## config.mk

```make
export PLATFORM = sky130hd
export DESIGN_NAME = p405s_logical_pipe
export DESIGN_NICKNAME = d
export VERILOG_FILES = /design/src/rtl/p405s_logical_pkg.sv /design/src/rtl/p405s_lzc.sv /design/src/rtl/p405s_logical_pipe.sv
export SDC_FILE = /design/constraint.sdc
export NUM_CORES = 1
export LEC_CHECK = 0
export CAP_MARGIN = 20
export CORE_MARGIN = 8
export CORE_UTILIZATION = 40
export CTS_CLUSTER_SIZE = 20
export DETAILED_ROUTE_END_ITERATION = 7
export RECOVER_POWER = 100
export REMOVE_ABC_BUFFERS = 1
export SKIP_CTS_REPAIR_TIMING = 1
export SLEW_MARGIN = 20
export SYNTH_ARGS = -nofsm -noshare
export SYNTH_HDL_FRONTEND = slang
export SYNTH_SLANG_ARGS = --single-unit
```

## constraint.sdc

```tcl
create_clock -name CB -period 4.1 [get_ports CB]
set_input_delay 0.82 -clock CB [delete_from_list [all_inputs] [get_ports CB]]
set_output_delay 0.82 -clock CB [all_outputs]
set_load 0.03 [all_outputs]
```

## src/rtl/p405s_logical_pkg.sv

```systemverilog
// Shared op-code encodings, condition-code constants and elaboration helpers
// for the pipelined logical unit.
package p405s_logical_pkg;

   localparam logic [3:0] OP_AND     = 4'h0;
   localparam logic [3:0] OP_ANDC    = 4'h1;
   localparam logic [3:0] OP_OR      = 4'h2;
   localparam logic [3:0] OP_ORC     = 4'h3;
   localparam logic [3:0] OP_XOR     = 4'h4;
   localparam logic [3:0] OP_EQV     = 4'h5;
   localparam logic [3:0] OP_NAND    = 4'h6;
   localparam logic [3:0] OP_NOR     = 4'h7;
   localparam logic [3:0] OP_EXTSB   = 4'h8;
   localparam logic [3:0] OP_EXTSH   = 4'h9;
   localparam logic [3:0] OP_CNTLZ   = 4'hA;
   localparam logic [3:0] OP_DLMZB   = 4'hB;
   localparam logic [3:0] OP_POPCNTB = 4'hC;
   localparam logic [3:0] OP_CMPB    = 4'hD;
   localparam logic [3:0] OP_RSV_E   = 4'hE;
   localparam logic [3:0] OP_RSV_F   = 4'hF;

   localparam logic [2:0] CC_LT = 3'b100;
   localparam logic [2:0] CC_GT = 3'b010;
   localparam logic [2:0] CC_EQ = 3'b001;

   function automatic int clog2(input int value);
      int result = 0;
      for (int v = value - 1; v > 0; v = v >> 1) result++;
      return result;
   endfunction

endpackage

```

## src/rtl/p405s_lzc.sv

```systemverilog
// Leading-zero counter: count is WIDTH when the whole vector is zero.
module p405s_lzc
   import p405s_logical_pkg::*;
#(
   parameter int WIDTH = 32
) (
   input  logic [WIDTH-1:0]        din,
   output logic [clog2(WIDTH):0]   count,
   output logic                    allZero
);

   localparam int CW = clog2(WIDTH) + 1;

   // NOTE: the default before the loop keeps this purely combinational; the
   // last (most significant) set bit wins, giving the leading-zero count.
   always_comb begin
      count = CW'(WIDTH);
      for (int i = 0; i < WIDTH; i++) begin
         if (din[i]) count = CW'(WIDTH - 1 - i);
      end
   end

   assign allZero = ~|din;

endmodule

```

## src/rtl/p405s_logical_pipe.sv

```systemverilog
// Two-stage logical execute unit with valid/ready handshake, tag sideband
// and flush; stage 1 precomputes bitwise/byte results, stage 2 finishes.
module p405s_logical_pipe
   import p405s_logical_pkg::*;
#(
   parameter int DATA_W = 32,
   parameter int TAG_W  = 4
) (
   input  logic              CB,
   input  logic              reset_NEG,
   input  logic              flush,
   input  logic              inValid,
   output logic              inReady,
   input  logic [3:0]        op,
   input  logic [DATA_W-1:0] aBus,
   input  logic [DATA_W-1:0] bBus,
   input  logic [TAG_W-1:0]  tagIn,
   output logic              outValid,
   input  logic              outReady,
   output logic [DATA_W-1:0] result,
   output logic [2:0]        ccBits,
   output logic [TAG_W-1:0]  tagOut,
   output logic              illegalOp
);

   localparam int N = DATA_W / 8;

   logic              s1Valid, s2Valid, s1Advance, accept;
   logic [3:0]        s1Op;
   logic [DATA_W-1:0] s1A, s1Res, preRes;
   logic [TAG_W-1:0]  s1Tag;
   logic [2*N-1:0]    s1Zero, preZero;

   assign s1Advance = s1Valid & (~s2Valid | outReady);
   assign inReady   = ~flush & (~s1Valid | s1Advance);
   assign accept    = inValid & inReady;
   assign outValid  = s2Valid;

   // Zero-flag vector is ordered in DLMZB scan order: A byte 0 at the MSB.
   always_comb begin
      preRes  = '0;
      preZero = '0;
      for (int k = 0; k < N; k++) begin
         preZero[2*N-1-k] = (aBus[DATA_W-1-8*k -: 8] == 8'h00);
         preZero[N-1-k]   = (bBus[DATA_W-1-8*k -: 8] == 8'h00);
      end
      case (op)
         OP_AND:  preRes = aBus & bBus;
         OP_ANDC: preRes = aBus & ~bBus;
         OP_OR:   preRes = aBus | bBus;
         OP_ORC:  preRes = aBus | ~bBus;
         OP_XOR:  preRes = aBus ^ bBus;
         OP_EQV:  preRes = ~(aBus ^ bBus);
         OP_NAND: preRes = ~(aBus & bBus);
         OP_NOR:  preRes = ~(aBus | bBus);
         OP_POPCNTB:
            for (int k = 0; k < N; k++) preRes[8*k +: 8] = 8'($countones(aBus[8*k +: 8]));
         OP_CMPB:
            for (int k = 0; k < N; k++)
               preRes[8*k +: 8] = (aBus[8*k +: 8] == bBus[8*k +: 8]) ? 8'hFF : 8'h00;
         default: preRes = '0;
      endcase
   end

   // NOTE: stage-1 data needs no reset; s1Valid qualifies it and loading only
   // on acceptance keeps the operands quiet while idle.
   always_ff @(posedge CB) begin
      if (accept) begin
         s1Op   <= op;
         s1A    <= aBus;
         s1Tag  <= tagIn;
         s1Res  <= preRes;
         s1Zero <= preZero;
      end
   end

   logic [clog2(DATA_W):0] clzA;
   logic [clog2(2*N):0]    clzZ;
   logic                   aAllZero, zAllZero;

   p405s_lzc #(.WIDTH(DATA_W)) uLzcA (.din(s1A),    .count(clzA), .allZero(aAllZero));
   p405s_lzc #(.WIDTH(2*N))    uLzcZ (.din(s1Zero), .count(clzZ), .allZero(zAllZero));

   logic [DATA_W-1:0] nextRes;
   logic [2:0]        nextCc;
   logic              nextIll;

   always_comb begin
      nextRes = s1Res;
      nextIll = (s1Op == OP_RSV_E) || (s1Op == OP_RSV_F);
      case (s1Op)
         OP_EXTSB: nextRes = {{(DATA_W-8){s1A[7]}}, s1A[7:0]};
         OP_EXTSH: nextRes = {{(DATA_W-16){s1A[15]}}, s1A[15:0]};
         OP_CNTLZ: nextRes = aAllZero ? DATA_W'(DATA_W) : DATA_W'(clzA);
         OP_DLMZB: nextRes = zAllZero ? DATA_W'(2*N) : DATA_W'(int'(clzZ) + 1);
         OP_RSV_E, OP_RSV_F: nextRes = '0;
         default:  nextRes = s1Res;
      endcase
      if (s1Op == OP_DLMZB)
         nextCc = zAllZero ? CC_EQ : ((int'(clzZ) < N) ? CC_GT : CC_LT);
      else
         nextCc = {nextRes[DATA_W-1], ~nextRes[DATA_W-1] & (|nextRes), ~(|nextRes)};
   end

   // NOTE: all sequential state uses non-blocking assignment so every register
   // samples pre-edge values regardless of block ordering.
   always_ff @(posedge CB or negedge reset_NEG) begin
      if (!reset_NEG) begin
         s1Valid   <= 1'b0;
         s2Valid   <= 1'b0;
         result    <= '0;
         ccBits    <= 3'b000;
         tagOut    <= '0;
         illegalOp <= 1'b0;
      end else begin
         if (flush)          s1Valid <= 1'b0;
         else if (accept)    s1Valid <= 1'b1;
         else if (s1Advance) s1Valid <= 1'b0;

         if (flush)          s2Valid <= 1'b0;
         else if (s1Advance) s2Valid <= 1'b1;
         else if (outReady)  s2Valid <= 1'b0;

         if (s1Advance) begin
            result    <= nextRes;
            ccBits    <= nextCc;
            tagOut    <= s1Tag;
            illegalOp <= nextIll;
         end
      end
   end

endmodule
```

Word-level counts from Yosys, hierarchy flattened --
Cells that the tools add are included.
Cells by class: bitwise operators 20, equal/unequal tests 19, add/sub/neg operators 29, magnitude comparators 1, mux-type cells 57, reduce and logical (&&, ||, !) cells 16
Operator list (count):
- 32-bit one-hot mux with 10 select lines | 1
- 6-bit two-way mux | 33
- 32-bit one-hot mux with 5 select lines | 1
- 32-bit NOT | 4
- 32-bit bitwise AND | 2
- 8-bit logical NOT | 8
- 32-bit bitwise OR | 2
- 32-bit OR reduction | 2
- 1-bit by 1-bit adder with 2-bit output | 16
- 4-bit equality test, second input constant | 8
- 8-bit equality test | 4
- 4-bit two-way mux | 8
- 8-bit two-way mux | 4
- 32-bit XOR | 1
- 2-bit by 2-bit adder with 3-bit output | 8
- 3-bit by 3-bit adder with 4-bit output | 4
- 4-bit by 3-bit equality test with 1-bit output, second input constant | 4
- 3-bit two-way mux | 3
- 4-bit by 2-bit equality test with 1-bit output, second input constant | 2
- 8-bit OR reduction | 1
- 1-bit two-way mux | 6
- 3-bit nonzero test | 2
- 4-bit by 1-bit adder with 5-bit output, second input constant | 1
- 5-bit two-way mux | 1
- other kinds (8) | 16
Storage, ports and cells: register bits after elaboration 122, output and inout port bits 42, logic and storage cells 153

Longest topological paths before layout --
depth in word-level cells 37, depth in mapped cells 12, depth with buffers taken out 12

By module --
A second synthesis with hierarchy kept.
Unflattened totals: cell total of the unflattened synthesis 1075, area, all modules 9903.2 sq um
By module, submodules not included:
- p405s_logical_pipe | cells each 994, area each 9409.0 sq um, instances 1
- p405s_lzc (uLzcA) | cells each 66, area each 394.1 sq um, instances 1
- p405s_lzc (uLzcZ) | cells each 15, area each 100.1 sq um, instances 1

Worst setup path before layout --
Ideal clock, no wire load.
path type input-to-reg, start input port outReady, end register s1A[0], enable pin, arrival time 3.404 ns, data required time 3.653 ns, slack 0.249 ns, cell stages on the path 3, setup time 0.447 ns, buffers on the path 0, cell sequence nor2b_1 > a21oi_1 > and2_1
Between the ends: longest elaborated chain between the ends 5
RTL lines:
- from (decl) | line p405s_logical_pipe.sv:19 | input logic outReady,
- 1-bit bitwise OR | line p405s_logical_pipe.sv:34 | assign s1Advance = s1Valid & (~s2Valid | outReady);
- 1-bit bitwise AND | line p405s_logical_pipe.sv:34
- 1-bit bitwise OR | line p405s_logical_pipe.sv:35 | assign inReady = ~flush & (~s1Valid | s1Advance);
- 1-bit bitwise AND | line p405s_logical_pipe.sv:35
- named net inReady | line p405s_logical_pipe.sv:13 | output logic inReady,
- 1-bit bitwise AND | line p405s_logical_pipe.sv:36 | assign accept = inValid & inReady;
- named net accept | line p405s_logical_pipe.sv:28 | logic s1Valid, s2Valid, s1Advance, accept;
- to (signal assigned) | line p405s_logical_pipe.sv:70 | s1A <= aBus;
- to (decl) | line p405s_logical_pipe.sv:30 | logic [DATA_W-1:0] s1A, s1Res, preRes;
The timed path passes the listed nets, and every way through them passes these cells. A chain may end at the register's enable or synchronous reset.

Final worst setup path --
start input port aBus[8], end register s1Res[10], data pin
Between the ends: longest elaborated chain between the ends 4
RTL lines:
- from (decl) | line p405s_logical_pipe.sv:15 | input logic [DATA_W-1:0] aBus,
- 1-bit by 1-bit adder with 2-bit output | line p405s_logical_pipe.sv:57 | for (int k = 0; k < N; k++) preRes[8*k +: 8] = 8'($countones(aBus[8*k +: 8]));
- 2-bit by 2-bit adder with 3-bit output | line p405s_logical_pipe.sv:57
- 3-bit by 3-bit adder with 4-bit output | line p405s_logical_pipe.sv:57
- 32-bit one-hot mux with 10 select lines (*) | line p405s_logical_pipe.sv:47 | case (op)
- named net preRes[10] | line p405s_logical_pipe.sv:30
- to (signal assigned) | line p405s_logical_pipe.sv:72 | s1Res <= preRes;
- to (decl) | line p405s_logical_pipe.sv:30
Mark *: on every way through the listed nets, which the timed path passes. The rest lies on a longest branch.

==> impl_results.html <==
<table>
<tr><th>Metric</th><th>Value</th></tr>
<tr><th colspan="2">Logic synthesis</th></tr>
<tr><td>Share of the synthesized area in the top cell type</td><td>0.241</td></tr>
<tr><td>Post-synthesis instance total</td><td>around 1.1k</td></tr>
<tr><td>Synthesis-stage register bit count</td><td>roughly 120</td></tr>
<tr><td>Mean Syn Cell Area</td><td>9.17 um^2</td></tr>
<tr><td>Count of different cell masters after synthesis</td><td>slightly below 70</td></tr>
<tr><td>Fraction of registers with async set or reset after synthesis</td><td>0.344</td></tr>
<tr><td>Area leader, netlist</td><td>sky130_fd_sc_hd__edfxtp_1</td></tr>
<tr><td>Ranking of synthesized cells by area</td><td>sky130_fd_sc_hd__edfxtp_1 24%, sky130_fd_sc_hd__ha_1 18%, sky130_fd_sc_hd__dfrtp_1 11%</td></tr>
<tr><td>Most used DFF post-synth</td><td>sky130_fd_sc_hd__edfxtp_1</td></tr>
<tr><td>Number of enable-type register cells in the synthesized netlist</td><td>80</td></tr>
<tr><td>Warnings from Yosys</td><td>0</td></tr>
<tr><td>Post-Syn Area</td><td>roughly 10000 um^2</td></tr>
<tr><td>Share of synthesized area occupied by flip-flops and latches</td><td>0.347</td></tr>
<tr><th colspan="2">CTS</th></tr>
<tr><td>Maximum level of the CTS H-tree</td><td>4</td></tr>
<tr><td>Number of buffers created by CTS</td><td>17</td></tr>
<tr><td>Clock Tree Buf Depth</td><td>2</td></tr>
<tr><td>Clock sink count</td><td>around 120</td></tr>
<tr><td>Buffer type at the clock tree root</td><td>sky130_fd_sc_hd__clkbuf_16</td></tr>
<tr><td>Insertion delay to the later sink of the worst-skew pair</td><td>approximately 0.42 ns</td></tr>
<tr><td>Clock tree from TritonCTS</td><td>done</td></tr>
<tr><td>Clock transition at the register clock pins on the worst setup and hold paths after CTS</td><td>~0.06 ns</td></tr>
<tr><th colspan="2">Timing</th></tr>
<tr><td>Highest achievable clock rate</td><td>between 200 and 300 MHz</td></tr>
<tr><td>Final-layout worst hold slack</td><td>0.441 ns</td></tr>
<tr><td>Final Cycle Share</td><td>0.963</td></tr>
<tr><td>Final Hold Vio Count</td><td>0</td></tr>
<tr><td>Measured slew at the worst slew-check pin</td><td>2.21 ns</td></tr>
<tr><td>Final worst slack</td><td>roughly 0.15 ns</td></tr>
<tr><td>Final max-slew violation count</td><td>~160</td></tr>
<tr><td>Final number of setup-violating endpoints</td><td>0</td></tr>
<tr><td>RSZ-0062 raised after global routing</td><td>no</td></tr>
<tr><td>Clock Skews</td><td>between 0.01 and 0.015 ns</td></tr>
<tr><td>Final critical delay including setup and external delays</td><td>about 3.9 ns</td></tr>
<tr><td>Worst slew margin relative to its limit</td><td>-0.476</td></tr>
<tr><th colspan="2">Floorplanning</th></tr>
<tr><td>Floorplan die width</td><td>between 150 and 200 um</td></tr>
<tr><td>Number of standard-cell rows in the floorplan</td><td>between 50 and 60</td></tr>
<tr><td>Core area</td><td>between 20000 and 25000 um^2</td></tr>
<tr><td>Initial core utilization</td><td>0.408</td></tr>
<tr><td>Vertical die dimension</td><td>roughly 170 um</td></tr>
<tr><td>Die Outline Area</td><td>30200 um^2</td></tr>
<tr><td>I/O pin total</td><td>approximately 120</td></tr>
<tr><th colspan="2">Pwr</th></tr>
<tr><td>Pwr Density</td><td>approximately 320 nW/um^2</td></tr>
<tr><td>Leakage power summed over all cells</td><td>approximately 5.3 nW</td></tr>
<tr><td>IR Drop Worst-Case VDD</td><td>0.000286 V</td></tr>
<tr><th colspan="2">Setup path</th></tr>
<tr><td>Required time of the worst setup path</td><td>4.24 ns</td></tr>
<tr><td>Origin of the worst setup path</td><td>aBus[8]</td></tr>
<tr><td>RR Startpoint</td><td>s1Op[3]$_DFFE_PP_</td></tr>
<tr><td>Critical R2R Capture</td><td>ccBits[1]$_DFFE_PN0P_</td></tr>
<tr><td>Sort of element at the start of the critical path</td><td>input port</td></tr>
<tr><td>Arrival time at the worst endpoint</td><td>~4.1 ns</td></tr>
<tr><td>Highest net fanout along the worst path</td><td>2</td></tr>
<tr><td>Crit Path Class</td><td>input port to flip-flop</td></tr>
<tr><td>Register-to-Register Path Depth</td><td>8</td></tr>
<tr><td>Worst R2R Setup Slack</td><td>0.99 ns</td></tr>
<tr><td>Critical path endpoint category</td><td>flip-flop</td></tr>
<tr><th colspan="2">Drt</th></tr>
<tr><td>Remaining design rule violation count</td><td>0</td></tr>
<tr><td>Final ANT Viol Nets</td><td>0</td></tr>
<tr><td>Top routing layer used</td><td>met4</td></tr>
<tr><td>Met3 wire len</td><td>2200 um</td></tr>
<tr><td>Length of the first detailed-routing pass in iterations</td><td>5</td></tr>
<tr><td>Wire length the detailed router placed on met1</td><td>between 10000 and 15000 um</td></tr>
<tr><td>Detailed-routed wire length on met2</td><td>~14000 um</td></tr>
<tr><td>Routed WL per cell</td><td>slightly above 20 um</td></tr>
<tr><td>Violation count after the first detailed-route iteration</td><td>between 800 and 900</td></tr>
<tr><td>Total wirelength of the detailed-routed design</td><td>roughly 31000 um</td></tr>
<tr><td>Vias post-DR</td><td>8775</td></tr>
<tr><td>Ratio of routed vias to standard cells</td><td>around 5.6</td></tr>
<tr><th colspan="2">GRT</th></tr>
<tr><td>Via count of the first global-routing pass</td><td>roughly 8.5k</td></tr>
<tr><td>Total GRT Usage</td><td>0.204</td></tr>
<tr><td>Largest net degree at the start of global routing</td><td>81</td></tr>
<tr><td>Wire length of the first global-routing pass</td><td>around 49000 um</td></tr>
<tr><td>Antenna violations before repair</td><td>0</td></tr>
<tr><td>Overflow after GRT</td><td>0</td></tr>
<tr><th colspan="2">Finish</th></tr>
<tr><td>Filler Cell Count</td><td>roughly 2.3k</td></tr>
<tr><td>Layout cell share with drive strength beyond 1</td><td>0.0744</td></tr>
<tr><td>Total Nets Final</td><td>around 1.5k</td></tr>
<tr><td>Register area</td><td>roughly 3500 um^2</td></tr>
<tr><td>Commonest cells after routing, fill and taps aside</td><td>145 x sky130_fd_sc_hd__ha_1, 109 x sky130_fd_sc_hd__nand2_1, 96 x sky130_fd_sc_hd__nor2_1</td></tr>
<tr><td>Most common cell after layout, fill and taps aside</td><td>sky130_fd_sc_hd__ha_1</td></tr>
<tr><td>Area taken by multi-input logic gates</td><td>~5900 um^2</td></tr>
<tr><td>Area Overhead vs Synth</td><td>22.6%</td></tr>
<tr><th colspan="2">Status</th></tr>
<tr><td>Outcome</td><td>finished with violations</td></tr>
<tr><td>Violations in the final reports</td><td>capacitance limit, slew limit</td></tr>
<tr><th colspan="2">Hold path</th></tr>
<tr><td>Worst hold path type</td><td>flip-flop to flip-flop</td></tr>
<tr><td>Worst Min Path Start</td><td>s1Tag[2]$_DFFE_PP_</td></tr>
<tr><td>Min-Delay Endpoint</td><td>tagOut[2]$_DFFE_PN0P_</td></tr>
<tr><td>Number of instances on the worst hold path</td><td>2</td></tr>
<tr><th colspan="2">Place</th></tr>
<tr><td>Final HPWL DP</td><td>roughly 25000 um</td></tr>
<tr><td>Worst-case setup slack after placement</td><td>-0.274 ns</td></tr>
<tr><td>I/O Buffers</td><td>between 100 and 150</td></tr>
<tr><td>Routability congestion estimate from global placement</td><td>about 0.94</td></tr>
<tr><th colspan="2">Run</th></tr>
<tr><td>MaxCap Viol Count</td><td>3</td></tr>
</table>
[synthesized netlist by cell type (9+ instances only)]
library cell                number
sky130_fd_sc_hd__nor2_1         96
sky130_fd_sc_hd__edfxtp_1       80
sky130_fd_sc_hd__o211ai_1       10
sky130_fd_sc_hd__inv_1          94
sky130_fd_sc_hd__ha_1          145
sky130_fd_sc_hd__nand2_1       109
sky130_fd_sc_hd__nor4_1         23
sky130_fd_sc_hd__nand2b_1       17
sky130_fd_sc_hd__nand3_1        26
sky130_fd_sc_hd__nor2b_1        10
sky130_fd_sc_hd__o21ai_0        61
sky130_fd_sc_hd__o22ai_1        14
sky130_fd_sc_hd__mux2i_1         9
sky130_fd_sc_hd__a221oi_1       11
sky130_fd_sc_hd__a21oi_1        92
sky130_fd_sc_hd__dfrtp_1        42
sky130_fd_sc_hd__fa_1           16
sky130_fd_sc_hd__nand4_1        16
sky130_fd_sc_hd__o2111ai_1      21
sky130_fd_sc_hd__clkbuf_1       39
sky130_fd_sc_hd__nor3_1         14
sky130_fd_sc_hd__o221ai_1       10
[how the worst max path moves through the flow]
stage	end	slack [ns]	cells past startpoint
floorplan	s1A[0]$_DFFE_PP_	0.25	3
global placement	s1Res[2]$_DFFE_PP_	-0.21	11
detailed placement	s1Res[10]$_DFFE_PP_	-0.27	11
CTS	s1Res[10]$_DFFE_PP_	0.18	11
global route	s1Res[26]$_DFFE_PP_	0.04	11
finish	s1Res[10]$_DFFE_PP_	0.15	11
[power by group]
group,switching [mW],internal (mW)
Sequential,0.0651,1.42
Combinational,0.624,0.411
Clock,0.583,0.842
[cells by family (layout without fill, tap and decap cells)]
group | count (synthesis) | in the layout | share of synthesized area
other | 0 | 1 | 0
DFF | 122 | 122 | 0.347
muxes | 15 | 15 | 0.0158
xor gates and xnor gates | 4 | 4 | 0.00352
adders and majority gates | 161 | 161 | 0.214
and+or+nand+nor | 339 | 339 | 0.164
buffers and inverters | 148 | 298 | 0.0567
AOI/OAI and AO/OA | 297 | 297 | 0.198
[routing by layer]
layer  track usage  up-vias
met4        0.0713        0
met2         0.313      352
li1              -     4233
met1         0.286     4137
met3        0.0331       53
met5             0        -
[stage by stage]
step,total power [mW],area [um^2],setup TNS (ns),std cells,utilization
4_1_cts,4.01,12300,0,1560,0.505
2_1_floorplan,2.09,9750,0,1034,-
5_1_grt,4.14,12200,0,1560,0.500
3_3_place_gp,2.56,11800,-0.911,1528,0.482
3_5_place_dp,2.58,11800,-1.15,1528,0.482
6_report,3.95,12200,0,1561,0.500
[critical path: stages]
cell	delay, ns
sky130_fd_sc_hd__clkdlybuf4s50_1	0.45
sky130_fd_sc_hd__fa_1	0.54
sky130_fd_sc_hd__inv_1	0.05
sky130_fd_sc_hd__fa_1	0.45
sky130_fd_sc_hd__fa_1	0.49
sky130_fd_sc_hd__inv_1	0.04
sky130_fd_sc_hd__ha_1	0.21
sky130_fd_sc_hd__fa_1	0.44
sky130_fd_sc_hd__xor2_1	0.17
sky130_fd_sc_hd__a221oi_1	0.29
sky130_fd_sc_hd__o2111ai_1	0.16
[sequential cells by signal, summed over array words and instances (netlist names)]
name and count:
result 32, s1Zero 8, tagOut 4, s1Valid 1, s1A 32, s1Res 32
ccBits 3, s1Tag 4, illegalOp 1, s1Op 4, outValid 1
[cell type report]
type,count,area share
Antenna cell,1,0.000205
Clock buffer,17,0.0349
Clock inverter,15,0.0115
Sequential cell,122,0.283
Timing Repair Buffer,170,0.121
Multi-Input combinational cell,816,0.487
Tap cell,324,0.0332
Inverter,96,0.0295
Note: power is estimated with default switching activity, not from simulation.
